[src/rtl/pipe_hazard_pkg.sv]
// Shared pipeline-control package: FSM state encoding, default counter
// width and the symbolic indices of the stall/flush request sources.
package pipe_hazard_pkg;

   typedef enum logic [1:0] {
      ST_RUN   = 2'd0,
      ST_HOLD  = 2'd1,
      ST_FLUSH = 2'd2
   } state_t;

   localparam int CNT_W_DEF   = 3;

   localparam int STALL_HDU1  = 0;
   localparam int STALL_HDU2  = 1;

   // Lower index wins when several flush sources fire together.
   localparam int FLUSH_BRANCH = 0;
   localparam int FLUSH_EXCEPT = 1;

endpackage

[src/rtl/prio_onehot.sv]
// Lowest-index-first one-hot select.
// Ports:
//   i_req     N-bit request vector
//   o_onehot  N-bit one-hot of the lowest set bit of i_req, 0 if none
module prio_onehot #(
   parameter int N = 2
) (
   input  logic [N-1:0] i_req,
   output logic [N-1:0] o_onehot
);

   // Two's-complement trick isolates the lowest set bit.
   assign o_onehot = i_req & (~i_req + N'(1));

endmodule

[src/rtl/pipe_hazard_ctrl.sv]
// Stall/flush controller for the multistage pipeline. Merges hazard stall
// requests (stretched to a per-source length) and flush requests (held for
// FLUSH_CYC cycles), drives the pipeline hold/bubble/flush controls and
// counts stalled cycles.
// Ports:
//   i_clk, i_rst   clock, synchronous active-high reset
//   i_stall_req    one stall request bit per source
//   i_stall_len    extra hold cycles per source, CNT_W bits each
//   i_flush_req    one flush request bit per source (index 0 highest priority)
//   o_pc_hold, o_if_id_hold, o_id_ex_bubble, o_if_flush   pipeline controls
//   o_flush_src    one-hot source of the current flush, 0 when none
//   o_stall_cnt    saturating count of cycles with o_pc_hold=1
//
// state    | meaning
// ST_RUN   | nothing pending
// ST_HOLD  | hold counter non-zero, pipeline frozen
// ST_FLUSH | flush counter non-zero, IF still being flushed
module pipe_hazard_ctrl
   import pipe_hazard_pkg::*;
#(
   parameter int N_STALL   = 2,
   parameter int N_FLUSH   = 2,
   parameter int CNT_W     = CNT_W_DEF,
   parameter int FLUSH_CYC = 1,
   parameter int PERF_W    = 16
) (
   input  logic                     i_clk,
   input  logic                     i_rst,
   input  logic [N_STALL-1:0]       i_stall_req,
   input  logic [N_STALL*CNT_W-1:0] i_stall_len,
   input  logic [N_FLUSH-1:0]       i_flush_req,
   output logic                     o_pc_hold,
   output logic                     o_if_id_hold,
   output logic                     o_id_ex_bubble,
   output logic                     o_if_flush,
   output logic [N_FLUSH-1:0]       o_flush_src,
   output logic [PERF_W-1:0]        o_stall_cnt
);

   localparam logic [CNT_W-1:0] FLUSH_RELOAD = CNT_W'(FLUSH_CYC - 1);

   state_t             r_state,     w_state_n;
   logic [CNT_W-1:0]   r_hold_cnt,  w_hold_n;
   logic [CNT_W-1:0]   r_flush_cnt, w_flush_n;
   logic [N_FLUSH-1:0] r_flush_src, w_src_n;
   logic [PERF_W-1:0]  r_stall_cnt;

   logic               w_any_stall;
   logic               w_any_flush;
   logic [N_FLUSH-1:0] w_flush_sel;
   logic [CNT_W-1:0]   w_len_max;
   logic [CNT_W-1:0]   w_hold_dec;

   assign w_any_stall = |i_stall_req;
   assign w_any_flush = |i_flush_req;
   assign w_hold_dec  = (r_hold_cnt != '0) ? r_hold_cnt - CNT_W'(1) : '0;

   prio_onehot #(.N(N_FLUSH)) u_flush_prio (
      .i_req    (i_flush_req),
      .o_onehot (w_flush_sel)
   );

   // Longest requested stretch among asserted sources only.
   always_comb begin
      w_len_max = '0;
      for (int i = 0; i < N_STALL; i++) begin
         if (i_stall_req[i] && (i_stall_len[i*CNT_W +: CNT_W] > w_len_max))
            w_len_max = i_stall_len[i*CNT_W +: CNT_W];
      end
   end

   always_comb begin
      w_state_n      = r_state;
      w_hold_n       = r_hold_cnt;
      w_flush_n      = r_flush_cnt;
      w_src_n        = r_flush_src;
      o_pc_hold      = 1'b0;
      o_if_id_hold   = 1'b0;
      o_id_ex_bubble = 1'b0;
      o_if_flush     = 1'b0;
      o_flush_src    = '0;

      if (w_any_flush) begin
         // A new flush wins over everything, including a flush in progress.
         o_if_flush     = 1'b1;
         o_id_ex_bubble = 1'b1;
         o_flush_src    = w_flush_sel;
         w_hold_n       = '0;
         if (FLUSH_CYC > 1) begin
            w_flush_n = FLUSH_RELOAD;
            w_src_n   = w_flush_sel;
            w_state_n = ST_FLUSH;
         end else begin
            w_flush_n = '0;
            w_state_n = ST_RUN;
         end
      end else if (r_state == ST_FLUSH) begin
         o_if_flush     = 1'b1;
         o_id_ex_bubble = 1'b1;
         o_flush_src    = r_flush_src;
         w_hold_n       = '0;
         w_flush_n      = r_flush_cnt - CNT_W'(1);
         w_state_n      = (w_flush_n == '0) ? ST_RUN : ST_FLUSH;
      end else begin
         if (w_any_stall || (r_hold_cnt != '0)) begin
            o_pc_hold      = 1'b1;
            o_if_id_hold   = 1'b1;
            o_id_ex_bubble = 1'b1;
         end
         w_hold_n  = (w_len_max > w_hold_dec) ? w_len_max : w_hold_dec;
         w_state_n = (w_hold_n != '0) ? ST_HOLD : ST_RUN;
      end

      if (i_rst) begin
         o_pc_hold      = 1'b0;
         o_if_id_hold   = 1'b0;
         o_id_ex_bubble = 1'b0;
         o_if_flush     = 1'b0;
         o_flush_src    = '0;
      end
   end

   always_ff @(posedge i_clk) begin
      if (i_rst) begin
         r_state     <= ST_RUN;
         r_hold_cnt  <= '0;
         r_flush_cnt <= '0;
         r_flush_src <= '0;
         r_stall_cnt <= '0;
      end else begin
         r_state     <= w_state_n;
         r_hold_cnt  <= w_hold_n;
         r_flush_cnt <= w_flush_n;
         r_flush_src <= w_src_n;
         if (o_pc_hold && (r_stall_cnt != '1))
            r_stall_cnt <= r_stall_cnt + PERF_W'(1);
      end
   end

   assign o_stall_cnt = r_stall_cnt;

endmodule

[config.mk]
export PLATFORM = sky130hd
export DESIGN_NAME = pipe_hazard_ctrl
export DESIGN_NICKNAME = d
export VERILOG_FILES = /design/src/rtl/pipe_hazard_pkg.sv /design/src/rtl/prio_onehot.sv /design/src/rtl/pipe_hazard_ctrl.sv
export SDC_FILE = /design/constraint.sdc
export NUM_CORES = 1
export LEC_CHECK = 0
export CORE_AREA = 2 2 76 78
export DETAILED_ROUTE_END_ITERATION = 10
export DIE_AREA = 0 0 78 80
export PLACE_DENSITY = 0.6
export RECOVER_POWER = 100
export SYNTH_ARGS = -nofsm -noshare
export SYNTH_HDL_FRONTEND = slang
export SYNTH_SLANG_ARGS = --single-unit
[constraint.sdc]
create_clock -name i_clk -period 3.3 [get_ports i_clk]
set_input_delay 0.825 -clock i_clk [delete_from_list [all_inputs] [get_ports i_clk]]
set_output_delay 0.825 -clock i_clk [all_outputs]
set_load 0.05 [all_outputs]
==> key figures <==
Worst hold path
  – Worst min path class: reg2reg
  – Worst hold path stage count: 2
  – Hold worst-path end: r_flush_cnt[1]
  – Hold Startpoint: r_flush_cnt[1]

Setup path
  – Path depth of the worst reg2reg path: 10
  – Worst R2R Start: r_hold_cnt[0]
  – Type of the worst setup path: in2out
  – Arrival time worst endpoint: 2420 ps
  – R2R Path End: o_stall_cnt[4]
  – CP required: 2470 ps
  – Setup slack of the most critical reg-to-reg path: 780 ps
  – Endpoint class of the critical path: primary output
  – Critical path peak fanout: 4
  – Startpoint type of the worst setup path: primary input

STA
  – Setup TNS: 0 ps
  – Final number of setup-violating endpoints: 0
  – Count of pins over their slew limit: 0
  – Transition time at the pin with the least slew margin: 698 ps
  – Final hold violations: 0
  – Time the final worst path needs with I/O delays and setup: 3250 ps
  – Achievable clock frequency: 308 MHz
  – Worst rel slew slack: 53.1%
  – Setup Skew: 1.15 ps
  – Final worst-path cycle share: 98.4%

Logic synthesis
  – Count of synthesis-stage warnings from yosys: 0
  – Sequential element share of the synthesized area: 33.5%
  – Share of flip-flops with an asynchronous set or reset: 0%
  – Post-Syn Nets: 187
  – Most frequently used flop master after synthesis: dfxtp_1
  – Register bit count reported by yosys: 24
  – Post-synth EDFFs: 0
  – Unique cell type count in the Yosys netlist: 37
  – Instance count of the mapped netlist: 164
  – Syn avg cell area: 8.74 µm²
  – Post-synthesis instance area: 0.00143 mm²

GRT
  – Total routing resource utilization after global routing: 11.4%
  – Total global routing overflow: 0
  – Maximum number of pins on one net before global-route repair: 21
  – Via count of the first global-routing pass: 1317
  – Initial antenna violation count: 0
  – First-pass GRT wire length: 5740 µm

Placed design
  – Number of buffer cells added on primary ports: 33
  – HPWL after detailed placement: 2500 µm
  – Placer congestion estimate: 0.730

Clock tree
  – Clk_lat worst skew: 260 ps
  – Total number of clock tree sinks: 24
  – CTS H-tree depth: 1
  – Clock-pin slew on the worst setup and hold paths: 80 ps
  – Inserted Clock Buffers: 3
  – TritonCTS clock tree: built
  – Clock root buffer master: clkbuf_8
  – Maximum buffer depth of the clock tree: 2

Layout
  – Layout cell share with drive strength beyond 1: 20.3%
  – Net total in the final layout: 237
  – Utilization after layout: 39.0%
  – Multi-input combinational cell area: 976 µm²
  – Register cell area after layout: 480 µm²
  – Area Overhead vs Synth: 47.1%
  – Number of filler cells placed in the layout: 567
  – Antenna Cells: 0

Detailed routing
  – Top layer in use: met4
  – Detailed Route WL: 3420 µm
  – Avg WL per Cell: 12.0 µm
  – Iteration-0 DRC count of the detailed router: 54
  – Routed metal-1 wirelength: 1650 µm
  – DR DRC count: 0
  – Per-cell via count in the routed design: 4.52
  – Via Count: 1283
  – Drt pass-1 iters: 4
  – Routed wl met3: 130 µm
  – Routed Antenna Nets: 0
  – Met2 layer wire length in the routed design: 1600 µm

Die
  – IO Pins: 34
  – Number of rows created at floorplan: 27
  – Std-Cell Core Area: 0.00541 mm²
  – Horizontal die dimension: 78 µm
  – Vertical die dimension: 80 µm
  – Die ar.: 0.00624 mm²
  – Starting utilization of the core area: 26.5%

Power
  – Power per cell area: 304 mW/mm²
  – Leakage: 0.000913 µW
  – Largest vdd supply drop: 192 µV
  – Final total power: 640 µW

Job
  – Max-cap check violation count: 0

Outcome
  – Result of the run: finished, final reports clean
[power breakdown]
group	internal (µW)	leakage [µW]	switching, µW
Sequential	294	0.000194	2.72
Clock	81.6	0.0000216	86.8
Combinational	87.8	0.000698	86.3
Total	464	0.000913	176
[cell usage after synthesis, drive strengths merged, types with 3 or more instances]
library cell  instances  area (µm²)
a211oi                3        22.5
a21oi                 4        20.0
and2                  5        31.3
and3                  3        18.8
and4                  4        35.0
clkbuf                5        18.8
dfxtp                24         480
ha                   11         138
inv                   9        33.8
mux2i                 4        40.0
nand2                 7        26.3
nand3                10        50.1
nand4                 5        31.3
nor2                 22        82.6
o211ai                4        30.0
o21ai                 5        28.8
xnor2                 3        26.3
xor2                 13         114
[worst max path at each step]
stage,startpoint,to,slack (ps),cells past startpoint
floorplan,i_stall_req[0],r_state[0],50,11
global placement,i_stall_req[0],r_state[0],-460,13
detailed placement,i_stall_req[0],r_state[0],-540,12
CTS,i_stall_len[0],r_state[0],4,13
global route,i_stall_len[3],r_state[0],-20,12
finish,i_flush_req[0],o_if_id_hold,50,4
[cell usage in the layout (no fill, tap or decap), types with 5 or more instances in the layout]
cell type / Yosys / layout
buf_4: 1 / 16
nor2_1: 22 / 22
ha_1: 11 / 7
nand2_1: 7 / 6
nand3_1: 10 / 9
xor2_1: 13 / 13
dlygate4sd3_1: 0 / 17
inv_1: 9 / 8
nand4_1: 5 / 5
dfxtp_1: 24 / 24
[critical path: stages]
cell,delay (ps)
dlygate4sd3_1,580
or3_1,460
nor3_4,370
buf_12,190
[metal layers]
layer  GRT usage [%]  vias to the layer above
met1            14.4                      588
met5               0                        -
met2            19.6                       18
met4            3.16                        0
li1                -                      673
met3            2.60                        4
[state kept, by name, indices dropped and copies added, names as in the netlist]
signal       count
r_flush_cnt      3
o_stall_cnt     16
r_state          2
r_hold_cnt       3
[layout make-up]
type                       count  area share [%]
clock buffer                   3            1.96
inverter                       9            1.60
multi-input combinational    124            46.3
sequential                    24            22.8
tap                           72            4.28
timing repair buffer          52            23.0
[per-stage QoR]
step	setup WS [ps]	instance area (µm²)	hold WS, ps	std cells
3_5_place_dp	-544	1970	500	276
6_report	54.2	2110	509	284
2_1_floorplan	46.7	1430	477	164
5_1_grt	-18.0	2110	567	284
4_1_cts	4.21	2070	512	283
3_3_place_gp	-459	1970	491	276
[repair_timing]
action                                  CTS  global route
gates resized for setup                  13            15
buffers inserted                          4             1
hold buffers                              0             0
pin swaps                                10             9
endpoints found under the setup margin    2             2
[cells by family after synthesis]
logic type	share of synthesized area (%)
AND/OR/NAND/NOR	27.1
AO/OA/AOI/OAI	12.2
flip-flops	33.5
XOR/XNOR	9.78
buffers and inverters	4.98
adder cells (fa/ha/maj)	9.61
multiplexers	2.79
(Power assumes the default switching activity.)
